[config.mk]
export PLATFORM = sky130hd
export DESIGN_NAME = u110_pci_bus_arbiter_flat
export DESIGN_NICKNAME = d
export VERILOG_FILES = /design/src/rtl/u110_pci_bus_arbiter_if.sv /design/src/rtl/u110_pci_bus_arbiter.sv /design/src/flat_wrapper.sv
export SDC_FILE = /design/constraint.sdc
export NUM_CORES = 1
export LEC_CHECK = 0
export CAP_MARGIN = 20
export CORE_ASPECT_RATIO = 0.8
export CORE_UTILIZATION = 40
export CTS_CLUSTER_DIAMETER = 50
export DETAILED_ROUTE_END_ITERATION = 7
export HOLD_SLACK_MARGIN = 0.05
export PLACE_DENSITY = 0.62
export SYNTH_ARGS = -nofsm -noshare
export SYNTH_HDL_FRONTEND = slang
export SYNTH_SLANG_ARGS = --single-unit
[constraint.sdc]
create_clock -name CLK40 -period 2.45 [get_ports CLK40]
set_clock_uncertainty 0.2 [all_clocks]
set_input_delay 0.245 -clock CLK40 [delete_from_list [all_inputs] [get_ports CLK40]]
set_output_delay 0.245 -clock CLK40 [all_outputs]
set_load 0.005 [all_outputs]
[src/rtl/u110_pci_bus_arbiter_if.sv]
`default_nettype none
// ============================================================================
// u110_pci_bus_arbiter_if : request/grant and bus-ownership signals of the arbiter
// Rev 1.0
// ============================================================================
interface u110_pci_bus_arbiter_if #(
  parameter int NUM_MASTERS = 4
);
  logic [NUM_MASTERS-1:0] REQn;
  logic                   FRAMEn;
  logic                   IRDYn;
  logic                   BBn;
  logic                   TSn;
  logic                   LOCKn;
  logic                   BGn;
  logic [NUM_MASTERS-1:0] GNTn;
  logic                   BUSDIR;
  logic [2:0]             PCI_OWNER;

  modport master (
    input  REQn, FRAMEn, IRDYn, BBn, TSn, LOCKn,
    output BGn, GNTn, BUSDIR, PCI_OWNER
  );

  modport slave (
    output REQn, FRAMEn, IRDYn, BBn, TSn, LOCKn,
    input  BGn, GNTn, BUSDIR, PCI_OWNER
  );
endinterface
`default_nettype wire

[src/rtl/u110_pci_bus_arbiter.sv]
`default_nettype none
// ============================================================================
// u110_pci_bus_arbiter : round-robin arbiter sharing the local bus between the
// 68040 (default owner) and the PCI masters. Optional macro ARB_TENURE_LIMIT_EN.
// Rev 1.0
// ============================================================================
module u110_pci_bus_arbiter #(
  parameter int NUM_MASTERS = 4,
  parameter int GNT_TIMEOUT = 16,
  parameter int MAX_TENURE  = 64
) (
  input  wire logic              CLK40,
  input  wire logic              RESETn,
  u110_pci_bus_arbiter_if.master bus
);

  localparam int CNT_W = $clog2((GNT_TIMEOUT > MAX_TENURE) ? GNT_TIMEOUT : MAX_TENURE) + 1;

  typedef enum logic [2:0] {
    CPU_OWN     = 3'd0,
    CPU_RELEASE = 3'd1,
    PCI_GRANT   = 3'd2,
    PCI_OWN     = 3'd3,
    PCI_DRAIN   = 3'd4,
    TURNAROUND  = 3'd5
  } state_t;

  state_t                 r_state, w_state_nxt;
  logic [NUM_MASTERS-1:0] r_req_s1, r_req_s2;
  logic                   r_frame_s1, r_frame_s2;
  logic                   r_irdy_s1, r_irdy_s2;
  logic                   r_bgn, w_bgn_nxt;
  logic [NUM_MASTERS-1:0] r_gntn, w_gntn_nxt;
  logic                   r_busdir, w_busdir_nxt;
  logic [2:0]             r_owner, w_owner_nxt;
  logic [2:0]             r_winner, w_winner_nxt;
  logic [2:0]             r_rr, w_rr_nxt;
  logic [CNT_W-1:0]       r_cnt, w_cnt_nxt;

  logic [NUM_MASTERS-1:0] w_req_act;
  logic [7:0]             w_req8;
  logic [NUM_MASTERS-1:0] w_grant_n;
  logic [2:0]             w_pick;
  logic [2:0]             w_idx;
  logic                   w_found;
  logic                   w_win_req;

  assign w_req_act = ~r_req_s2;
  assign w_req8    = 8'(w_req_act);
  assign w_win_req = w_req8[r_winner];

  // Round-robin search starting at the pointer, wrapping through index 0
  always_comb begin
    w_pick  = '0;
    w_idx   = '0;
    w_found = 1'b0;
    for (int k = 0; k < NUM_MASTERS; k++) begin
      w_idx = 3'((int'(r_rr) + k) % NUM_MASTERS);
      if (!w_found && w_req8[w_idx]) begin
        w_pick  = w_idx;
        w_found = 1'b1;
      end
    end
  end

  always_comb begin
    w_grant_n = '1;
    for (int m = 0; m < NUM_MASTERS; m++) begin
      w_grant_n[m] = (3'(m) != r_winner);
    end
  end

  always_comb begin
    w_state_nxt  = r_state;
    w_bgn_nxt    = r_bgn;
    w_gntn_nxt   = r_gntn;
    w_busdir_nxt = r_busdir;
    w_owner_nxt  = r_owner;
    w_winner_nxt = r_winner;
    w_rr_nxt     = r_rr;
    w_cnt_nxt    = r_cnt;
    case (r_state)
      CPU_OWN: begin
        if (w_found && bus.LOCKn) begin
          w_winner_nxt = w_pick;
          w_bgn_nxt    = 1'b1;
          w_state_nxt  = CPU_RELEASE;
        end
      end
      CPU_RELEASE: begin
        // A withdrawn request takes priority so an idle master is never granted
        if (!w_win_req) begin
          w_bgn_nxt   = 1'b0;
          w_state_nxt = CPU_OWN;
        end else if (bus.BBn && bus.TSn) begin
          w_gntn_nxt   = w_grant_n;
          w_busdir_nxt = 1'b1;
          w_owner_nxt  = r_winner;
          w_cnt_nxt    = '0;
          w_state_nxt  = PCI_GRANT;
        end
      end
      PCI_GRANT: begin
        if (!r_frame_s2) begin
          w_cnt_nxt   = '0;
          w_state_nxt = PCI_OWN;
        end else if ((r_cnt == CNT_W'(GNT_TIMEOUT - 1)) || !w_win_req) begin
          w_gntn_nxt   = '1;
          w_busdir_nxt = 1'b0;
          w_state_nxt  = TURNAROUND;
        end else begin
          w_cnt_nxt = r_cnt + CNT_W'(1);
        end
      end
      PCI_OWN: begin
        if (!w_win_req) begin
          w_gntn_nxt  = '1;
          w_state_nxt = PCI_DRAIN;
        end
`ifdef ARB_TENURE_LIMIT_EN
        else if (r_cnt == CNT_W'(MAX_TENURE - 1)) begin
          w_gntn_nxt  = '1;
          w_state_nxt = PCI_DRAIN;
        end else begin
          w_cnt_nxt = r_cnt + CNT_W'(1);
        end
`else
        else begin
          w_cnt_nxt = r_cnt;
        end
`endif
      end
      PCI_DRAIN: begin
        // BUSDIR drops as the bus goes idle so it is low throughout TURNAROUND
        if (r_frame_s2 && r_irdy_s2) begin
          w_busdir_nxt = 1'b0;
          w_state_nxt  = TURNAROUND;
        end
      end
      TURNAROUND: begin
        w_busdir_nxt = 1'b0;
        w_rr_nxt     = (r_winner >= 3'(NUM_MASTERS - 1)) ? 3'd0 : (r_winner + 3'd1);
        w_bgn_nxt    = 1'b0;
        w_state_nxt  = CPU_OWN;
      end
      default: begin
        w_state_nxt  = CPU_OWN;
        w_bgn_nxt    = 1'b0;
        w_gntn_nxt   = '1;
        w_busdir_nxt = 1'b0;
        w_owner_nxt  = '0;
        w_winner_nxt = '0;
        w_rr_nxt     = '0;
        w_cnt_nxt    = '0;
      end
    endcase
  end

  always_ff @(posedge CLK40 or negedge RESETn) begin
    if (!RESETn) begin
      r_req_s1   <= '1;
      r_req_s2   <= '1;
      r_frame_s1 <= 1'b1;
      r_frame_s2 <= 1'b1;
      r_irdy_s1  <= 1'b1;
      r_irdy_s2  <= 1'b1;
      r_state    <= CPU_OWN;
      r_bgn      <= 1'b0;
      r_gntn     <= '1;
      r_busdir   <= 1'b0;
      r_owner    <= '0;
      r_winner   <= '0;
      r_rr       <= '0;
      r_cnt      <= '0;
    end else begin
      r_req_s1   <= bus.REQn;
      r_req_s2   <= r_req_s1;
      r_frame_s1 <= bus.FRAMEn;
      r_frame_s2 <= r_frame_s1;
      r_irdy_s1  <= bus.IRDYn;
      r_irdy_s2  <= r_irdy_s1;
      r_state    <= w_state_nxt;
      r_bgn      <= w_bgn_nxt;
      r_gntn     <= w_gntn_nxt;
      r_busdir   <= w_busdir_nxt;
      r_owner    <= w_owner_nxt;
      r_winner   <= w_winner_nxt;
      r_rr       <= w_rr_nxt;
      r_cnt      <= w_cnt_nxt;
    end
  end

  assign bus.BGn       = r_bgn;
  assign bus.GNTn      = r_gntn;
  assign bus.BUSDIR    = r_busdir;
  assign bus.PCI_OWNER = r_owner;

endmodule
`default_nettype wire

[src/flat_wrapper.sv]
// flat-port wrapper written by rule: the top's interface ports become plain ports
module u110_pci_bus_arbiter_flat 
#(
  parameter int NUM_MASTERS = 4,
  parameter int GNT_TIMEOUT = 16,
  parameter int MAX_TENURE  = 64
)
  (CLK40, RESETn, bus_REQn, bus_FRAMEn, bus_IRDYn, bus_BBn, bus_TSn, bus_LOCKn, bus_BGn, bus_GNTn, bus_BUSDIR, bus_PCI_OWNER);
  u110_pci_bus_arbiter_if #(.NUM_MASTERS(NUM_MASTERS)) bus_i ();
  input  wire logic CLK40;
  input  wire logic RESETn;
  input wire logic [$bits(bus_i.REQn)-1:0] bus_REQn;
  input wire logic [$bits(bus_i.FRAMEn)-1:0] bus_FRAMEn;
  input wire logic [$bits(bus_i.IRDYn)-1:0] bus_IRDYn;
  input wire logic [$bits(bus_i.BBn)-1:0] bus_BBn;
  input wire logic [$bits(bus_i.TSn)-1:0] bus_TSn;
  input wire logic [$bits(bus_i.LOCKn)-1:0] bus_LOCKn;
  output wire logic [$bits(bus_i.BGn)-1:0] bus_BGn;
  output wire logic [$bits(bus_i.GNTn)-1:0] bus_GNTn;
  output wire logic [$bits(bus_i.BUSDIR)-1:0] bus_BUSDIR;
  output wire logic [$bits(bus_i.PCI_OWNER)-1:0] bus_PCI_OWNER;
  assign bus_i.REQn = bus_REQn;
  assign bus_i.FRAMEn = bus_FRAMEn;
  assign bus_i.IRDYn = bus_IRDYn;
  assign bus_i.BBn = bus_BBn;
  assign bus_i.TSn = bus_TSn;
  assign bus_i.LOCKn = bus_LOCKn;
  assign bus_BGn = bus_i.BGn;
  assign bus_GNTn = bus_i.GNTn;
  assign bus_BUSDIR = bus_i.BUSDIR;
  assign bus_PCI_OWNER = bus_i.PCI_OWNER;
  u110_pci_bus_arbiter #(.NUM_MASTERS(NUM_MASTERS), .GNT_TIMEOUT(GNT_TIMEOUT), .MAX_TENURE(MAX_TENURE)) u_core (.CLK40(CLK40), .RESETn(RESETn), .bus(bus_i));
endmodule
Word level (Yosys, flattened, before mapping)
Cells that the tools add are included.
Widths: inputs -> output; s select.
Word-level totals
  output and inout bits: 9
  input bits: 11
  register bits: 36
Operators by class
  eq/ne operators: 20
  bitwise logic cells: 10
  reduce and logical (&&, ||, !) cells: 30
  add/subtract/negate cells: 5
  multiplexer cells: 53
  $lt $le $gt $ge: 6
Operators by type and width (count)
  $mux 3: 13
  $mux 7: 4
  $pmux 7 s3: 1
  $mux 4: 5
  $lt 3x4->1 const B: 4
  $mux 1: 16
  $pmux 4 s4: 1
  $pmux 3 s5: 1
  $reduce_or 5->1: 3
  $bmux 1 s3: 4
  $ne 2x1->1 const B: 6
  $pmux 3 s2: 2
  $reduce_and 6->1: 2
  $ne 3x3->1 const B: 3
  $reduce_or 2->1: 4
  $add 7x1->7 const B: 1
  $eq 7x4->1 const B: 1
  $eq 3x2->1 const B: 2
  $eq 3x3->1 const B: 2
  $logic_and 1x1->1: 6
  $ne 2x3->1 const A: 2
  $not 1->1: 6
  $reduce_and 3->1: 2
  $reduce_or 3->1: 2
  other kinds (22): 31

Depth between registers and ports, before layout
Gate-level depths: netlist of run 1.
  depth after elaboration: 16
  depth in mapped cells: 6
  depth with buffers taken out: 6

Least setup slack after synthesis of run 1
Ideal clock, no wire load.
  path type: reg-to-reg
  start: register u_core.r_winner[0]
  end: register u_core.r_gntn[0] (netlist: u_core.bus.GNTn[0])
  period minus slack after synthesis: 2439 ps
  cell stages (with the launch flop): 6
  buffers on the path: 0
  path slack: 11 ps
  setup time: 82 ps
  data arrival time: 2157 ps
  data required time: 2168 ps
  cells stage by stage: dfrtp_1 mux4_2 nor3_1 nor3_1 a311oi_2 mux2_2
On the way
  longest elaborated chain between the ends: 6
  elaborated cells on any way between the ends: 12
  those cells by class: eq/ne (3); mux (5); reduce/logical (4)
RTL lines
  from (decl): RTL line u110_pci_bus_arbiter.sv:36  | logic [2:0] r_winner, w_winner_nxt;
  from (signal assigned): RTL line u110_pci_bus_arbiter.sv:187  | r_winner <= w_winner_nxt;
  $bmux 1 s3: RTL line u110_pci_bus_arbiter.sv:50  | assign w_win_req = w_req8[r_winner];
  $mux 1 (implied by the code): RTL line u110_pci_bus_arbiter.sv:50
  $logic_not 1->1
  $logic_or 1x1->1: RTL line u110_pci_bus_arbiter.sv:107  | end else if ((r_cnt == CNT_W'(GNT_TIMEOUT - 1)) || !w_win_req) begin
  $ne 2x1->1 (no line)
  $reduce_and 6->1 (no line)
  to (signal assigned): RTL line u110_pci_bus_arbiter.sv:184  | r_gntn <= w_gntn_nxt;
  to (decl): RTL line u110_pci_bus_arbiter.sv:33  | logic [NUM_MASTERS-1:0] r_gntn, w_gntn_nxt;
Parallel ways exist; a longest one is shown, timed or not. The select of a mux whose other input is x is not followed.
A chain may end at the register's enable or synchronous reset.

Worst setup path after layout of run 1
  start: register u_core.r_winner[0]
  end: register u_core.r_cnt[5]
On the way
  longest elaborated chain between the ends: 6
  elaborated cells on any way between the ends: 7
  those cells by class: eq/ne (2); mux (2); reduce/logical (3)
RTL lines
  $bmux 1 s3 (*): RTL line u110_pci_bus_arbiter.sv:50
  $mux 1 (implied by the code) (*): RTL line u110_pci_bus_arbiter.sv:50
  $logic_not 1->1
  $logic_or 1x1->1: RTL line u110_pci_bus_arbiter.sv:107
  $ne 3x3->1 (no line)
  $reduce_and 4->1 (no line) (*)
  to (signal assigned): RTL line u110_pci_bus_arbiter.sv:189  | r_cnt <= w_cnt_nxt;
  to (decl): RTL line u110_pci_bus_arbiter.sv:38  | logic [CNT_W-1:0] r_cnt, w_cnt_nxt;
Every way passes the cells marked *; elsewhere a longest branch is shown, timed or not. The select of a mux whose other input is x is not followed.

==> impl_summary.md, run 1 <==
Routing
The total iterations of the first detailed-routing run is 4. The number of nets with antenna violations after detailed routing is 0. In the routed design, unresolved DRC markers number 0.

The routed layout has 1434 vias. The initial DRC count is 64. In the routed layout, each cell is associated on average with a via count of 5.41. Wires add up to 3560 um. After detailed routing, the average wire length per cell comes to 13.4 um.

Timing
The part of the cycle the worst path needs is 95.2%. After routing, the total negative slack on setup checks comes to 0 ps. In the post-route analysis, the smallest setup slack over all paths is 117 ps.

The count of endpoints failing hold in the final timing report was 0. The total setup violations reported at the end of the flow is 0. After layout, the minimum clock period comes to 2330 ps. For this run, the top clock speed supported by timing is 0.429 GHz. The number of max-slew violations in the final report is 0. Setup repair after global routing could not meet its margin everywhere.

Across all hold checks on the routed design, the worst slack comes to 155 ps.

Yosys
The number of distinct library cell variants in the gate-level netlist after synthesis is 44. Counting every net in the synthesized netlist gives 190. The total standard cell area after synthesis is 0.00174 mm^2. For this run, the register share of the synthesized area comes to 50.0%. The synthesis warning total is 0. The most used flip-flop cell after synthesis is dfrtp_1. The average cell area after synthesis is 10.1 um^2.

The number of standard cells after synthesis is 172. The share of async-settable or async-resettable flops after synthesis is 100%. The flip-flop and latch count after synthesis is 34. The number of synthesized flops with an enable pin is 0.

Critical path
The type of destination of the critical path is a flop. STA classifies the critical path startpoint as a flop. Together, buffers and inverters on the worst path number 0. Grouping stages by cell kind, the critical path spends the most delay in simple AND/OR/NAND/NOR gates. Data arrives at the worst endpoint at 2340 ps. The data required time of the worst path is 2460 ps. The highest cell delay on the worst timing path is 630 ps. On the critical path, the stage with the largest delay is an instance of mux4_2. Walking the worst path, the cells encountered are mux4_2 -> a2111oi_4 -> nor3_2 -> or4_1 -> a21oi_1. The length in cells of the worst reg-to-reg path is 5.

The launching element of the worst setup path is u_core.r_winner[0]. The termination of the worst setup path is u_core.r_cnt[5]. The critical path depth in cells is 5.

In this run the worst path has a maximum fanout of 7. The setup check on the worst reg-to-reg path leaves a slack of 120 ps. The critical path is of the flop to flop type.

The worst register-to-register path begins at u_core.r_winner[0]. The endpoint identified for the worst register-to-register timing path is u_core.r_cnt[5].

Pwr
Internal power comes to 0.00130 W. Combinational logic burns 39.7% of the power. Power spread over the standard cell area amounts to 919 mW/mm^2. The sequential cell fraction of total power is 39.6%. The part of the total power dissipated in the clock network is 20.6%. The switching power is 0.000709 W.

Across the VDD grid, the largest voltage drop is 0.000420 V. The leakage power total is 0.917 nW. Of the total power, the share spent switching nets is 35.2%.

Finish
The proportion of layout cells with a drive suffix above 1 is 23.6%. After filler insertion, the fill cell instance count of the layout stands at 365. The layout overhead on the synthesized area is 25.6%. The antenna diode count is 0. The leading cell type in the layout, fill and taps excluded is nand2_1. The final net count is 225.

The post-layout instance count excluding filler cells is 265. In the layout the commonest cells are nand2_1 (22), clkdlybuf4s50_1 (18), dfrtp_1 (18), o21ai_0 (16), dfstp_2 (16).

Global route
The via count of the first global-routing pass is 1281. The total congestion overflow is 0. The first global-routing pass estimated 5830 um of wire. The largest net degree at the start of global routing is 35. The global-route usage over all layers is 17.3%. The initial antenna violation count is 0.

Clock tree
The H-tree level count is 2. Clock-pin slew was measured on the worst setup and hold paths at 70 ps. The CTS tree is built. Clock latency on the worst-skew pair, taken at its later pin, is 280 ps.

The total CTS buffers is 5. The number of hold-repair buffers added at the cts stage is 0. Clock tree synthesis selected as its root buffer the cell clkbuf_8. The clock net in this run drives a total of 34 sinks. In this run the deepest clock path goes through 2 buffers.

Floorplanning
From left edge to right edge, the die measures 75.8 um. The number of core rows is 21. The full die area is 0.00463 mm^2. The initial core utilization is 41.7%. The placeable core region is 0.00418 mm^2. The vertical die dimension is 61.0 um. In this run the count of I/O pins placed on the die edge is 20.

Placement
The number of placed instances, taps included, is 253. The wire-length estimate of the detail-placed layout is 2600 um. OpenSTA, run right after detailed placement, puts the worst setup slack at -22.3 ps. The count of input and output buffers is 18. The congestion estimate from routability-driven global placement came to 0.787.

Hold path
The worst hold-check path type is flop to flop.

Run status
The run finished with clean final reports.

Run
Max-cap violations in this run came to 0.
==> cells in the mapped netlist, drive strengths merged (2+ instances only) <==
library cell	count	share of area, %
dfstp	16	24
a22o	2	1.0
nand2b	3	1.1
nor3	5	1.7
inv	7	1.5
nor2	15	3.2
a21oi	12	3.4
dfrtp	18	26
nor4	2	1.6
o21ai	16	4.6
clkbuf	3	0.65
nand2	22	4.7
or4	2	0.86
o31ai	3	1.3
nand3	3	0.86
mux2	6	3.9
o211ai	2	0.86
a31oi	3	1.1
ha	7	5.0
or3	2	0.72
and3	2	0.72
==> power groups by stage <==
stage	clock network, W	logic (W)	registers [W]
after floorplan	0	0.000481	0.000781
after global placement	0	0.000740	0.000800
after detailed placement	0	0.000757	0.000807
after CTS	0.000433	0.000773	0.000797
after global routing	0.000454	0.000898	0.000814
final	0.000415	0.000800	0.000798
==> routing by layer <==
layer / track usage, % / wire [um] / vias up
met5: 0 / 0 / -
met4: 7.94 / 44 / 0
met3: 5.07 / 197 / 4
met2: 24.7 / 1530 / 54
met1: 24.4 / 1780 / 683
li1: - / - / 693
==> final cells by class <==
type / instances / area [um^2] / area share [%]
clock buffers: 7 / 86.3 / 3.94
clock inverters: 1 / 5.00 / 0.229
inverters: 8 / 30.0 / 1.37
multi-input cells: 126 / 841 / 38.4
flip-flops and latches: 34 / 871 / 39.8
well taps: 57 / 71.3 / 3.26
repair buffers: 32 / 285 / 13.0
==> how the worst min path moves through the flow <==
stage,to,slack (ps),depth (start not counted),start
final,u_core.r_frame_s2,160,0,u_core.r_frame_s1
after global routing,u_core.r_frame_s2,160,0,u_core.r_frame_s1
after CTS,u_core.r_req_s2[3],160,0,u_core.r_req_s1[3]
after detailed placement,u_core.r_req_s2[3],150,0,u_core.r_req_s1[3]
after global placement,u_core.r_irdy_s2,150,0,u_core.r_irdy_s1
after floorplan,u_core.bus.BGn,-250,0,RESETn
==> cells by family after synthesis <==
group,after synthesis,synth area share (%)
other,1,0.215
adders and majority gates,7,5.02
DFF,34,50.0
AOI/OAI and AO/OA,48,17.8
xor gates and xnor gates,1,0.503
muxes,8,5.74
buffers and inverters,12,2.80
and+or+nand+nor,61,17.9
==> state kept, by name, indices dropped and copies added, names as in the netlist <==
signal and cells:
u_core.r_req_s1 4, u_core.r_frame_s1 1, u_core.r_rr 2, u_core.r_cnt 7
u_core.bus.BUSDIR 1, u_core.r_irdy_s2 1, u_core.bus.BGn 1, u_core.bus.PCI_OWNER 2
u_core.r_winner 2, u_core.r_state 3, u_core.r_req_s2 4, u_core.r_frame_s2 1
u_core.r_irdy_s1 1, u_core.bus.GNTn 4
==> metrics by stage <==
step | instance area [um^2] | total power [W] | util (%)
finish | 2190 | 0.00201 | 52.4
global route | 2190 | 0.00217 | 52.4
CTS | 2160 | 0.00200 | 51.6
detailed placement | 2050 | 0.00156 | 49.1
global placement | 2050 | 0.00154 | 49.1
floorplan | 1740 | 0.00126 | -
==> timing repair <==
action / in CTS / in global routing
pin swaps: 1 / 2
endpoints found under the setup margin: 5 / 6
hold endpoints to repair: 0 / 0
setup buffers: 2 / 2
resized for setup: 0 / 2
(Power assumes the default switching activity.)
==> inputs of run 2 (changes only) <==
PLACE_DENSITY = 0.59   (was 0.62)
==> impl_summary.md, run 2 (synthesis results as in run 1) <==
Run status
Status: complete, no violations (unchanged).

Global route
The largest net degree at the start of global routing is 35 (unchanged). The global-route met1 utilization is 24.0% (was 24.4%). The initial antenna violation count is 0 (unchanged). The most congested layer reported by global routing is met2 (unchanged). The global-route wire length before repair is 5980 um (was 5830 um).

The total congestion overflow is 0 (unchanged). The via count of the first global-routing pass came to 1329 (was 1281). The met2 usage is 25.3% (was 24.7%). The met3 track demand over resource in global routing is 6.71% (was 5.07%). The global-route usage over all layers is 18.2% (was 17.3%).

Clock tree
The clock tree root driver cell is clkbuf_8 (unchanged). The clock latency of the later-clocked register in the worst-skew pair is 290 ps (was 280 ps). The total CTS buffers was 5 (unchanged). The H-tree level count is 2 (unchanged).

The maximum clock path buffer count is 2 (unchanged). The clock net sink count is 34 (unchanged). The CTS tree was built (unchanged).

The clock input transition at the sequential cells of the worst setup and hold paths was 70 ps (about the same).

Floorplanning
The initial core utilization is 41.7% (unchanged). The number of top-level pins is 20 (unchanged). The full die area is 0.00463 mm^2 (unchanged). The number of core rows came to 21 (unchanged). The vertical die dimension is 61.0 um (unchanged).

The placeable core region is 0.00418 mm^2 (unchanged). The chip width is 75.8 um (unchanged).

Routing
The total iterations of the first detailed-routing run is 4 (unchanged). The DRC violation count after routing is 0 (unchanged). The sum of routed wire length over all layers came to 3660 um (was 3560 um). The number of vias per cell after detailed routing is 5.30 (was 5.41). The via count is 1389 (was 1434). The average routed wire per standard cell is 14.0 um (was 13.4 um). The initial DRC count came to 63 (was 64). The number of nets with antenna violations after detailed routing is 0 (unchanged).

Timing
The count of endpoints failing hold in the final timing report is 0 (unchanged). The number of max-slew violations in the final report is 0 (unchanged). The shortest period the worst path allows was 2370 ps (was 2330 ps). The part of the cycle the worst path needs is 96.8% (was 95.2%). Unrepaired setup endpoints after global routing: yes (unchanged). The total setup violations reported at the end of the flow is 0 (unchanged).

The peak clock frequency supported by timing was 0.422 GHz (was 0.429 GHz). The total negative slack for setup checks came to 0 ps (unchanged).

Critical path
The critical path startpoint category is a flop (unchanged). The number of buffer and inverter stages on the critical path is 0 (unchanged). The type of destination of the critical path was a flop (unchanged). The length in cells of the worst reg-to-reg path is 5 (unchanged).

The startpoint of the worst-slack reg-to-reg timing path was u_core.r_winner[0] (unchanged). The cell class contributing the biggest share of worst-path delay is multiplexers (was simple AND/OR/NAND/NOR gates). The minimum setup slack among reg-to-reg paths is 80 ps (was 120 ps). The type of the setup path with the least slack is flop to flop (unchanged). The slowest cell on the critical path is mux4_2 (unchanged).

The biggest fanout along the worst timing path is 9 (was 7). The data required time of the worst path was 2470 ps (was 2460 ps). The highest cell delay on the worst timing path is 650 ps (was 630 ps). The endpoint of the lowest-slack register-to-register path was u_core.r_cnt[5] (unchanged). The arrival time reported for the critical path endpoint was 2390 ps (was 2340 ps).

Ordered list of cells on the worst path: mux4_2 -> a2111oi_4 -> nor3_2 -> or4_1 -> a21oi_1 (unchanged).

Pwr
The highest ir drop seen on vdd is 0.000453 V (was 0.000420 V). The power density normalized to cell area is 1000 mW/mm^2 (was 919 mW/mm^2). The leakage power total came to 0.925 nW (was 0.917 nW).

The switching power came to 0.000726 W (was 0.000709 W). The overall power after layout is 0.00223 W (was 0.00201 W). The internal power consumption is 0.00150 W (was 0.00130 W). The combinational group share of total power is 35.1% (was 39.7%).

The sequential cell fraction of total power is 36.1% (was 39.6%). The part of the total power dissipated in the clock network was 28.8% (was 20.6%). The fraction of power spent switching nets is 32.6% (was 35.2%).

Finish
The final net count came to 222 (was 225). The flip-flop count of the largest register, all copies and words added is 7 (unchanged). The leading cell type in the layout, fill and taps excluded is nand2_1 (unchanged). The number of fill cells is 368 (was 365). The top register by number of flip-flops is u_core.r_cnt (unchanged). The antenna diode count is 0 (unchanged). The proportion of layout cells with a drive suffix above 1 came to 22.9% (was 23.6%). The layout overhead on the synthesized area is 27.3% (was 25.6%).

Top library cells by usage in the layout, fill and taps aside: nand2_1 (22), clkdlybuf4s50_1 (18), dfrtp_1 (18), o21ai_0 (16), dfstp_2 (16) (unchanged).

Hold path
The worst hold-check path type is flop to flop (unchanged). The instance count along the most critical hold path is 0 (unchanged). The hold path endpoint is u_core.r_req_s2[3] (was u_core.r_frame_s2). The startpoint of the tightest hold check path is u_core.r_req_s1[3] (was u_core.r_frame_s1).

Placement
The detailed placement HPWL is 2570 um (was 2600 um). The final weighted congestion in routability-driven placement is 0.830 (was 0.787). The count of input and output buffers is 18 (unchanged).

Run
The number of violations of the max-capacitance limit is 0 (unchanged).
## run 2: changes by cell type in the layout (fill, tap and decap cells not counted), sizes merged
| cell | previous run | this run |
|---|---|---|
| bufinv | 0 | 2 |
| clkbuf | 7 | 6 |
| clkinv | 2 | 1 |
| buf | 14 | 11 |
## run 2: layout make-up
type / count / area (um^2) / share of cell area, %
Clock inverter: 2 / 60.1 / 2.71
Clock buffer: 6 / 82.6 / 3.72
Multi-Input combinational cell: 126 / 841 / 37.9
Sequential cell: 34 / 871 / 39.3
Inverter: 8 / 30.0 / 1.35
Tap cell: 57 / 71.3 / 3.21
Timing Repair Buffer: 29 / 263 / 11.8
## run 2: worst max path at each step
stage / startpoint / endpoint / slack, ps / cells past startpoint
after floorplan: u_core.r_winner[0] / u_core.bus.GNTn[0] / 10 / 5
after global routing: u_core.r_winner[0] / u_core.r_cnt[5] / -40 / 5
after detailed placement: u_core.r_winner[0] / u_core.bus.GNTn[3] / -20 / 5
after CTS: u_core.r_winner[0] / u_core.r_cnt[5] / 9 / 5
final: u_core.r_winner[0] / u_core.r_cnt[5] / 80 / 5
after global placement: u_core.r_winner[0] / u_core.bus.GNTn[1] / 30 / 5
## run 2: per-stage QoR
stage,cell area [um^2],hold slack (ps),utilization [%],cells,setup WS (ps)
final,2220,154,53.1,262,78.4
after CTS,2190,144,52.5,261,8.66
after global routing,2220,149,53.1,262,-36.2
after global placement,2040,146,48.9,252,25.9
after detailed placement,2040,147,48.9,252,-24.6
after floorplan,1740,-251,-,172,10.7
## run 2: per-layer routing
metal,vias to the layer above,wire length [um]
li1,686,-
met1,659,1810
met2,36,1590
met3,8,190
met4,0,70
met5,-,0
## run 2: worst reg2reg max path, stage by stage (launching register included)
cell	delay, ps
dfrtp_1	360
mux4_2	650
a2111oi_4	300
nor3_2	140
or4_1	510
a21oi_1	150
## run 2: what timing repair did
| action | in CTS | in global routing |
|---|---|---|
| pin swaps | 1 | 1 |
| endpoints found under the setup margin | 4 | 6 |
| setup buffers | 1 | 1 |
| hold buffers | 0 | 0 |
| resized for setup | 0 | 2 |
## run 2: power groups by stage
stage | Combinational, W | Sequential (W) | Clock [W]
after floorplan | 0.000481 | 0.000781 | 0
after global routing | 0.000869 | 0.000823 | 0.000686
after CTS | 0.000760 | 0.000805 | 0.000658
after detailed placement | 0.000741 | 0.000813 | 0
final | 0.000780 | 0.000804 | 0.000641
after global placement | 0.000737 | 0.000806 | 0
==> inputs of run 3 (changes only) <==
ABC_AREA = 0   (was default)
ABC_CLOCK_PERIOD_IN_PS = 2450   (was default)
CORE_MARGIN = 2   (was default)
==> impl_summary.md, run 3 (synthesis results as in run 1) <==
Timing
The peak clock frequency supported by timing came to 0.427 GHz (was 0.422 GHz). The shortest period the worst path allows is 2340 ps (was 2370 ps). Unrepaired setup endpoints after global routing: no (was yes). The count of endpoints failing hold in the final timing report is 0 (unchanged).

The number of max-slew violations in the final report is 0 (unchanged). The part of the cycle the worst path needs came to 95.6% (was 96.8%). The total setup violations reported at the end of the flow came to 0 (unchanged). The total negative slack for setup checks came to 0 ps (unchanged).

Floorplanning
The placeable core region is 0.00418 mm^2 (unchanged). The vertical die dimension is 63.0 um (was 61.0 um). The chip width is 77.8 um (was 75.8 um).

The number of core rows is 21 (unchanged). The initial core utilization is 41.7% (unchanged). The full die area is 0.00490 mm^2 (was 0.00463 mm^2).

The number of top-level pins is 20 (unchanged).

Critical path
The biggest fanout along the worst timing path is 8 (was 9). The arrival time reported for the critical path endpoint was 2370 ps (was 2390 ps). The data required time of the worst path is 2470 ps (about the same).

The type of the setup path with the least slack was flop to flop (unchanged). The critical path startpoint category is a flop (unchanged). The type of destination of the critical path is a flop (unchanged).

Routing
The sum of routed wire length over all layers came to 3860 um (was 3660 um). The number of nets with antenna violations after detailed routing is 0 (unchanged). The total iterations of the first detailed-routing run is 4 (unchanged). The number of vias per cell after detailed routing came to 5.35 (was 5.30). The initial DRC count was 93 (was 63). The via count is 1419 (was 1389). The DRC violation count after routing was 0 (unchanged). The average routed wire per standard cell is 14.6 um (was 14.0 um).

Global route
The total congestion overflow was 0 (unchanged). The largest net degree at the start of global routing was 35 (unchanged). The global-route wire length before repair is 6600 um (was 5980 um). The global-route usage over all layers is 17.4% (was 18.2%). The via count of the first global-routing pass is 1363 (was 1329). The initial antenna violation count is 0 (unchanged).

Pwr
The sequential cell fraction of total power is 39.8% (was 36.1%). The highest ir drop seen on vdd came to 0.000498 V (was 0.000453 V). The leakage power total is 0.919 nW (was 0.925 nW).

The internal power consumption is 0.00128 W (was 0.00150 W). The part of the total power dissipated in the clock network was 19.4% (was 28.8%). The power density normalized to cell area is 922 mW/mm^2 (was 1000 mW/mm^2). The fraction of power spent switching nets was 36.6% (was 32.6%). The combinational group share of total power is 40.8% (was 35.1%). The switching power is 0.000742 W (was 0.000726 W).

Clock tree
The total CTS buffers came to 5 (unchanged). The H-tree level count is 2 (unchanged). The maximum clock path buffer count was 2 (unchanged).

The clock tree root driver cell is clkbuf_8 (unchanged). The CTS tree is built (unchanged). The number of hold-repair buffers added at the cts stage is 0 (unchanged). The clock input transition at the sequential cells of the worst setup and hold paths is 70 ps (about the same).

The clock latency of the later-clocked register in the worst-skew pair is 290 ps (about the same). The clock net sink count is 34 (unchanged).

Finish
The antenna diode count is 0 (unchanged). The leading cell type in the layout, fill and taps excluded is nand2_1 (unchanged). The fraction of the core area covered by cells at the end of the flow is 52.5% (was 53.1%). Top library cells by usage in the layout, fill and taps aside: nand2_1 (22), clkdlybuf4s50_1 (18), dfrtp_1 (18), o21ai_0 (16), dfstp_2 (16) (unchanged). The flip-flop count of the largest register, all copies and words added is 7 (unchanged). The proportion of layout cells with a drive suffix above 1 is 24.5% (was 22.9%). The final net count came to 225 (was 222). The layout overhead on the synthesized area is 25.9% (was 27.3%).

The top register by number of flip-flops is u_core.r_cnt (unchanged).

Placement
The count of input and output buffers came to 18 (unchanged). The detailed placement HPWL is 2760 um (was 2570 um). The final weighted congestion in routability-driven placement is 0.849 (was 0.830).

Hold path
The worst hold-check path type was primary input to asynchronous set/reset pin (was flop to flop).

Run
The number of violations of the max-capacitance limit was 0 (unchanged).

Run status
Status: complete, no violations (unchanged).
## run 3: through the flow
stage / setup WS, ps / instance area (um^2) / total power [W] / hold slack (ps) / cells
after detailed placement: -13.5 / 2050 / 0.00157 / 147 / 253
final: 107 / 2190 / 0.00202 / 155 / 265
after global placement: 25.7 / 2050 / 0.00155 / 146 / 253
after CTS: 8.94 / 2150 / 0.00199 / 157 / 261
after global routing: 10.4 / 2190 / 0.00217 / 159 / 265
after floorplan: 10.7 / 1740 / 0.00126 / -251 / 172
## run 3: path summary, 6_finish.rpt
path | startpoint | to | slack (ps) | depth (start not counted)
worst max register to register | u_core.r_winner[0] | u_core.r_cnt[5] | 110 | 5
worst min register to register | u_core.r_req_s1[3] | u_core.r_req_s2[3] | 160 | 0
min in group CLK40 | u_core.r_req_s1[3] | u_core.r_req_s2[3] | 160 | 0
worst max-delay path | u_core.r_winner[0] | u_core.r_cnt[5] | 110 | 5
max in group asynchronous | RESETn | u_core.r_req_s2[1] | 1570 | 2
worst min-delay path | RESETn | u_core.bus.PCI_OWNER[1] | 160 | 2
## run 3: power groups by stage
stage	Sequential, W	Clock, W	Combinational, W
finish	0.000806	0.000394	0.000825
global route	0.000821	0.000436	0.000909
CTS	0.000804	0.000407	0.000783
detailed placement	0.000811	0	0.000764
global placement	0.000804	0	0.000747
floorplan	0.000781	0	0.000481
## run 3: layer usage
layer	global-route usage [%]	up-vias	routed length [um]
met2	24.7	35	1660
met3	4.34	7	195
met4	6.92	0	62
met1	25.2	686	1940
li1	-	691	-
met5	0	-	0
## run 3: final cells by class
class / count / area (um^2)
Tap cell: 57 / 71.3
Multi-Input combinational cell: 126 / 855
Timing Repair Buffer: 32 / 285
Clock buffer: 6 / 72.6
Sequential cell: 34 / 871
Inverter: 8 / 30.0
Fill cell: 370 / 1980
Clock inverter: 2 / 10.0
## run 3: worst max-delay path, stage by stage, from the launching register on
cell	delay [ps]
dfrtp_1	360
mux4_2	640
nor4_4	420
nor3_4	100
or4_4	430
a21oi_2	140
## run 3: what timing repair did
item                       in CTS  in global routing
cloned                          0                  0
resized for setup               2                  3
setup endpoints to repair       5                  5
setup buffers                   0                  4
hold endpoints to repair        0                  0
pin swaps                       1                  4
==> edit: new RTL, config.mk and constraints of run 2 <==
Re-encode `state_t` (6 states) as one-hot, 6 bits wide.
--- a/src/rtl/u110_pci_bus_arbiter.sv
+++ b/src/rtl/u110_pci_bus_arbiter.sv
@@ -16,13 +16,13 @@
 
   localparam int CNT_W = $clog2((GNT_TIMEOUT > MAX_TENURE) ? GNT_TIMEOUT : MAX_TENURE) + 1;
 
-  typedef enum logic [2:0] {
-    CPU_OWN     = 3'd0,
-    CPU_RELEASE = 3'd1,
-    PCI_GRANT   = 3'd2,
-    PCI_OWN     = 3'd3,
-    PCI_DRAIN   = 3'd4,
-    TURNAROUND  = 3'd5
+  typedef enum logic [5:0] {
+    CPU_OWN     = 6'b000001,
+    CPU_RELEASE = 6'b000010,
+    PCI_GRANT   = 6'b000100,
+    PCI_OWN     = 6'b001000,
+    PCI_DRAIN   = 6'b010000,
+    TURNAROUND  = 6'b100000
   } state_t;
 
   state_t                 r_state, w_state_nxt;
Formal check against the unedited RTL: same outputs for any inputs over 4 cycles, from zero or initial values and one cycle with RESETn low; so few cycles prove little.
==> edit against run 2 <==
Cell area up 8.0%. Sequential share of layout area up 0.30 points. Total power down 5.1%. Sequential cell count up 3. Core utilization down 2.2 points. Synthesized area up 15%. Wire length up 28%. Setup slack better by 0.067 ns. Count of clock-buffer cells in the layout unchanged. Fmax up 2.9%. Combinational power up 11%. Critical path type unchanged.
==> edit: results (changes against run 2) <==
| Metric | Value |
|---|---|
| Outcome | `finished clean` |
| Final hold slack | `0.157 ns (+0.00315 ns)` |
| DR pass1 iterations | `5 (+1)` |
| Arrival time worst endpoint | `2.27 ns (-0.12 ns)` |
| Crit-path max FO | `12 (+3)` |
| First-pass GRT wire length | `8.13 mm (+36%)` |
| Met3 WL post-DR | `243 um (+28%)` |
| Largest net degree at the start of global routing | `38 (+8.6%)` |
| Vias in the first global route | `1,598 (+20%)` |
| FP Rows | `22 (+4.8%)` |
| Synth Area in Adders | `3.13% (-1.9 points)` |
| Synth top area cells | `dfrtp_1 25%, dfstp_2 22%, nand2_1 3.6%` |
| Hold Path End | `u_core.r_frame_s2$_DFF_PN1_` |
| HPWL after detailed placement | `3.55 mm (+38%)` |
| Max rail drop VDD | `0.000457 V (+0.94%)` |
| Post-place setup slack | `0.124 ns (+0.149 ns)` |
| DRT Wirelength | `4.70 mm (+28%)` |
| Via/cell ratio | `5.90 (+11%)` |
| Synth Area in Compound Gates | `18.1% (+0.34 points)` |
| PwrDens | `882 nW/um^2 (-12%)` |
| Routability cong. | `0.865 (+4.2%)` |
| XOR/XNOR Fraction of Synth Area | `1.31% (+0.81 points)` |
| Max Clk Rate | `434 MHz (+2.9%)` |
| Distinct cells, synth | `56 (+27%)` |
| Routed via count | `1,681 (+21%)` |
| Post-synthesis mux area share | `5.51% (-0.24 points)` |
| Layout Nets | `240 (+8.1%)` |
| Layout cell share with drive strength beyond 1 | `22.2% (-0.70 points)` |
| Sequential power share | `38.4% (+2.3 points)` |
| Critical R2R Capture | `u_core.r_cnt[2]$_DFFE_PN0P_` |
| Mapped Cells | `196 (+14%)` |
| DRT met1 WL | `2.34 mm (+30%)` |
| Net Sw Frac | `37.3% (+4.7 points)` |
| Power share of the combinational group | `40.8% (+5.7 points)` |
| All-Layer GR Usage | `20.3% (+2.2 points)` |
| Syn nets | `212 (+12%)` |
| FF-to-FF setup slack | `0.15 ns (+0.07 ns)` |
| CP max-delay cell | `dfstp_2` |
| Setup crit start | `u_core.r_state[0]$_DFFE_PN1P_` |
| DR iter-0 viols | `188 (+200%)` |
| CP delay by family, top | `compound AO/OA/AOI/OAI gates` |
==> edit: timing repair <==
item	in CTS	in global routing
setup endpoints to repair	0	8
gates resized for setup	0	2
setup buffers	0	0
==> edit: worst reg2reg max path, delay by kind of cell, from the launching register on <==
family	cells	cell delay, ns
compound gates	3	0.89
xor+xnor	1	0.11
flops	1	0.66
simple gates	1	0.34
==> edit: layer usage <==
| metal | vias up | track usage, % |
|---|---|---|
| met3 | 8 | 5.00 |
| met4 | 0 | 4.02 |
| met1 | 824 | 31.1 |
| li1 | 787 | - |
| met2 | 62 | 28.8 |
| met5 | - | 0 |
==> edit: area by class of cell <==
type,instances,area [sq um]
Timing Repair Buffer,29,263
Multi-Input combinational cell,146,995
Clock buffer,6,82.6
Clock inverter,2,13.8
Inverter,5,18.8
Tap cell,60,75.1
Fill cell,430,2310
Sequential cell,37,947
